## config.mk

```make
export PLATFORM = sky130hd
export DESIGN_NAME = output_ram
export DESIGN_NICKNAME = d
export VERILOG_FILES = /design/src/rtl/output_ram.sv
export SDC_FILE = /design/constraint.sdc
export NUM_CORES = 1
export LEC_CHECK = 0
export CORE_AREA = 2 2 140 142
export CTS_CLUSTER_SIZE = 25
export DETAILED_ROUTE_END_ITERATION = 8
export DIE_AREA = 0 0 142 144
export PLACE_DENSITY = 0.94
export RECOVER_POWER = 50
export SETUP_SLACK_MARGIN = 0.02
export SLEW_MARGIN = 20
export SYNTH_ARGS = -nofsm -noshare
export SYNTH_HDL_FRONTEND = slang
export SYNTH_SLANG_ARGS = --single-unit
```

## constraint.sdc

```tcl
create_clock -name clk -period 7.27 [get_ports clk]
set_input_delay 1.0905 -clock clk [delete_from_list [all_inputs] [get_ports clk]]
set_output_delay 1.0905 -clock clk [all_outputs]
set_load 0.01 [all_outputs]
```

## src/rtl/output_ram.sv

```systemverilog
// output_ram: per-iteration result store for the CA1 datapath.
// Tracks filled entries, fill count and out-of-range index hits.
module output_ram #(
    parameter int r  = 8,
    parameter int n  = 32,
    parameter int aw = 5
) (
    input  logic                     clk,
    input  logic                     rst,
    input  logic [aw-1:0]            i,
    input  logic [n-1:0]             pi,
    output logic [n-1:0]             rdata,
    output logic [r-1:0]             valid,
    output logic [$clog2(r+1)-1:0]   wr_count,
    output logic                     full,
    output logic                     oor
);

    localparam int cw = $clog2(r + 1);
    localparam int ia = (r > 1) ? $clog2(r) : 1;
    localparam logic [aw:0] r_ext = (aw + 1)'(r);

    logic [n-1:0]  mem [r];
    logic          in_range;
    logic [ia-1:0] idx;

    assign in_range = ({1'b0, i} < r_ext);
    assign idx      = i[ia-1:0];

    // Read-before-write port: shows the stored word, zero when out of range.
    always_comb begin
        rdata = '0;
        if (in_range) begin
            rdata = mem[idx];
        end
    end

    assign full = (wr_count == cw'(r));

    // Storage array: cleared on reset, written every in-range cycle.
    always_ff @(posedge clk) begin
        if (rst) begin
            for (int k = 0; k < r; k++) begin
                mem[k] <= '0;
            end
        end else if (in_range) begin
            mem[idx] <= pi;
        end
    end

    // Fill tracking: count only first writes so the count saturates at r.
    always_ff @(posedge clk) begin
        if (rst) begin
            valid    <= '0;
            wr_count <= '0;
        end else if (in_range) begin
            valid[idx] <= 1'b1;
            if (!valid[idx]) begin
                wr_count <= wr_count + cw'(1);
            end
        end
    end

    // One-cycle flag for an out-of-range index on the previous edge.
    always_ff @(posedge clk) begin
        if (rst) begin
            oor <= 1'b0;
        end else begin
            oor <= !in_range;
        end
    end

endmodule

```

==> impl_results.md <==
* Cell variety after synth at 38
* WL/cell at 25.5 microns
* Mapped cell area at 11800 sq um
* Fraction of layout cells with a size suffix above 1 at 0.0848
* Die height at 144 microns
* Mapped Avg Cell Area at 14.0 sq um
* Mux contribution to synthesized area at 0.00628
* HP Class: flip-flop to flip-flop
* Initial antenna violation count at 0
* Setup bufs post-CTS at 0
* Worst vdd ir at 206 uV
* Starting density of the core at 0.616
* Crit path capture: mem[1][1]$_SDFFCE_PN0P_
* Inst Count DP at 1087
* Synth Instances at 837
* Mapped Nets at 878
* Synth area leader: edfxtp_1
* CTS Root Buffer Type: clkbuf_16
* Critical Path Sink Type: flip-flop
* PwrDens at 249 nW/um^2
* CP Class: input pin to flip-flop
* Combinational family with the most area after synthesis: simple AND/OR/NAND/NOR gates
* Hpwl dp at 13.7 mm
* Register-to-Register Path Depth at 4
* Design area at 13400 sq um
* First-pass GRT wire length at 43.9 mm
* Yosys top cell area share at 0.654
* Ant. Diodes at 0
* Power Total at 0.00334 W
* Register area share after synthesis at 0.676
* Worst path required time at 7.54 ns
* Die area at 20400 sq um
* #FFs+latches synth at 269
* Final Hold Fails at 0
* GRT Residual Overflow at 0
* Clk pin slew, worst setup/hold paths at 0.06 ns
* Final Non-Filler Cells at 1134
* CP Launch Point: i[4]
* Max Freq at 0.162 GHz
* Adder-Cell Fraction of Synth Area at 0.00213
* Number of remaining DRC errors at 0
* Maxcap violations at 4
* Row cnt at 51
* Ys Warns at 0
* Via count at 7867
* Clock Skew at 0.00302 ns
* Reg-to-Reg Start: valid[3]$_SDFFE_PP0N_
* Post-DP Area at 12600 sq um
* Final ANT Viol Nets at 0
* Tcrit/Tclk final at 0.850
* Vias in the first global route at 7946
* Least-Margin Pin Slew at 2.75 ns
* CP Max Fanout at 150
* Total CTS buffers at 26
* TritonCTS clock tree: yes
* IO Count at 85
* Clock sink total at 269
* Reg2Reg Setup Slack at 5.76 ns
* Synth Area in Compound Gates at 0.117
* RSZ-0062 raised after global routing: false
* Post-CTS sizing at 0
* GP Congestion at 0.768
* PortBufs at 84
* Largest net degree at the start of global routing at 151
* Die X at 142 microns
* Crit path DAT at 6.45 ns
* Final Core Density at 0.704
* Failing checks: max-capacitance violations, max-slew violations
* Area contributors post-synth: edfxtp_1 (65%), and3_1 (10%), a22oi_1 (4.1%)
* Min Tclk post-route at 6.18 ns
* Total Wirelength at 28.9 mm
* Synth Area in Simple Gates at 0.163
* DRT Pass-1 Iters at 5
* 1st-iter DRT viols at 1063
* Area growth, synth to finish at 14.3%
* Xor/xnor share of the synthesized area at 0
* Hold_buf cts at 0
* Slew Viols, Final at 259
* Clock Tree Buf Depth at 3
* Reg2reg end: wr_count[0]$_SDFFE_PP0P_
* Final setup TNS at 0 ns
* CP startpoint kind: input pin
* Skew-Pair Late Insertion Delay at 0.53 ns
* Relative slew slack at -0.834
* Core outline area at 19100 sq um
* # nets final at 918
* Fill cells at 1198
* Status: complete, but fails checks
* Setup Viol. Count Final at 0
* H-tree Lvls at 1
* Gr usage total at 0.284
* Static leakage at 5.23 nW
* Routed vias/inst at 6.94
kinds of logic (layout without fill, tap and decap cells):
family / after synthesis / count (layout)
AND/OR/NAND/NOR: 299 / 299
adder cells (fa/ha/maj): 2 / 2
flip-flops: 269 / 269
AO/OA/AOI/OAI: 172 / 172
multiplexers: 7 / 7
buffers and inverters: 88 / 147
worst min path at each step:
stage          slack, ns                     start  cells after the start                       end
2_1_floorplan       0.51  wr_count[1]$_SDFFE_PP0P_                      2  wr_count[1]$_SDFFE_PP0P_
3_3_place_gp        0.49  wr_count[1]$_SDFFE_PP0P_                      2  wr_count[1]$_SDFFE_PP0P_
3_5_place_dp        0.50     valid[2]$_SDFFE_PP0N_                      1     valid[2]$_SDFFE_PP0N_
4_1_cts             0.52     valid[2]$_SDFFE_PP0N_                      1     valid[2]$_SDFFE_PP0N_
5_1_grt             0.53     valid[2]$_SDFFE_PP0N_                      1     valid[2]$_SDFFE_PP0N_
6_report            0.50     valid[2]$_SDFFE_PP0N_                      1     valid[2]$_SDFFE_PP0N_
stage by stage:
stage          setup WS (ns)  hold WS [ns]
2_1_floorplan           3.97         0.514
3_3_place_gp            1.90         0.495
3_5_place_dp            1.81         0.504
4_1_cts                 1.76         0.518
5_1_grt                 1.00         0.527
6_report                1.09         0.502
flip-flops by register name (all words and copies together) (netlist names):
register / flops
mem: 256
valid: 8
wr_count: 4
oor: 1
power breakdown:
part	total [W]	internal, W	switching, W	leakage, nW
clock	0.00130	0.000747	0.000553	0.410
sequential	0.00181	0.00178	0.0000283	2.55
combinational	0.000232	0.0000806	0.000151	2.28
total	0.00334	0.00261	0.000733	5.23
cells in the mapped netlist:
library cell  instances
ha_1                  2
buf_6                 1
clkbuf_2             11
or2_2                 7
and3b_1               3
a22oi_1              64
nor2_1                4
nand4b_1              1
nor3_1                2
a221oi_2              6
o31ai_1               1
a22o_1               32
buf_4                 4
buf_2                35
and3_1              194
nor3_2                1
or2_1                 2
nor4_4                2
nor3b_2               2
nor2_2                2
mux2_1                3
a31oi_1              32
edfxtp_1            256
clkbuf_1             33
nor2b_1               2
a21o_1                9
nand2b_1              1
o311ai_0              1
and2_1               71
a221oi_1             26
o22ai_2               1
nand2_1               3
buf_1                 1
mux2i_1               4
inv_1                 3
nor4b_2               1
dfxtp_1              13
nor2_4                1
cell type report:
cell class              count  area, sq um  area share
repair buffers             97          950      0.0707
clock inverters            16          129     0.00960
clock buffers              31          691      0.0514
well taps                 238          298      0.0222
flip-flops and latches    269         7950       0.592
inverters                   3         11.3    0.000838
multi-input cells         480         3400       0.253
worst max-delay path, stage by stage:
cell           delay, ns
dlygate4sd3_1       0.51
or2_2               0.10
clkbuf_1            1.95
nor2_4              0.59
clkbuf_2            1.35
and3_1              0.72
routing by layer:
| metal | wire length [microns] | up-vias | track usage | part of all wire |
|---|---|---|---|---|
| met1 | 10700 | 3821 | 0.377 | 0.37 |
| met3 | 3280 | 77 | 0.0497 | 0.11 |
| li1 | - | 3384 | - | - |
| met4 | 820 | 0 | 0.125 | 0.028 |
| met5 | 0 | - | 0 | 0 |
| met2 | 14100 | 585 | 0.465 | 0.49 |
cells in the final DEF, fill, tap and decap left out, types with 9 or more instances in the layout:
| master | instances |
|---|---|
| edfxtp_1 | 256 |
| and3_1 | 193 |
| clkdlybuf4s50_1 | 68 |
| a22oi_1 | 64 |
| and2_0 | 42 |
| a22o_1 | 32 |
| a31oi_1 | 32 |
| and2_1 | 29 |
| clkbuf_16 | 27 |
| a221oi_1 | 26 |
| dlygate4sd3_1 | 16 |
| dfxtp_1 | 13 |
| clkinv_2 | 10 |
| a21o_1 | 9 |
Power figures use the tool's default switching activity.
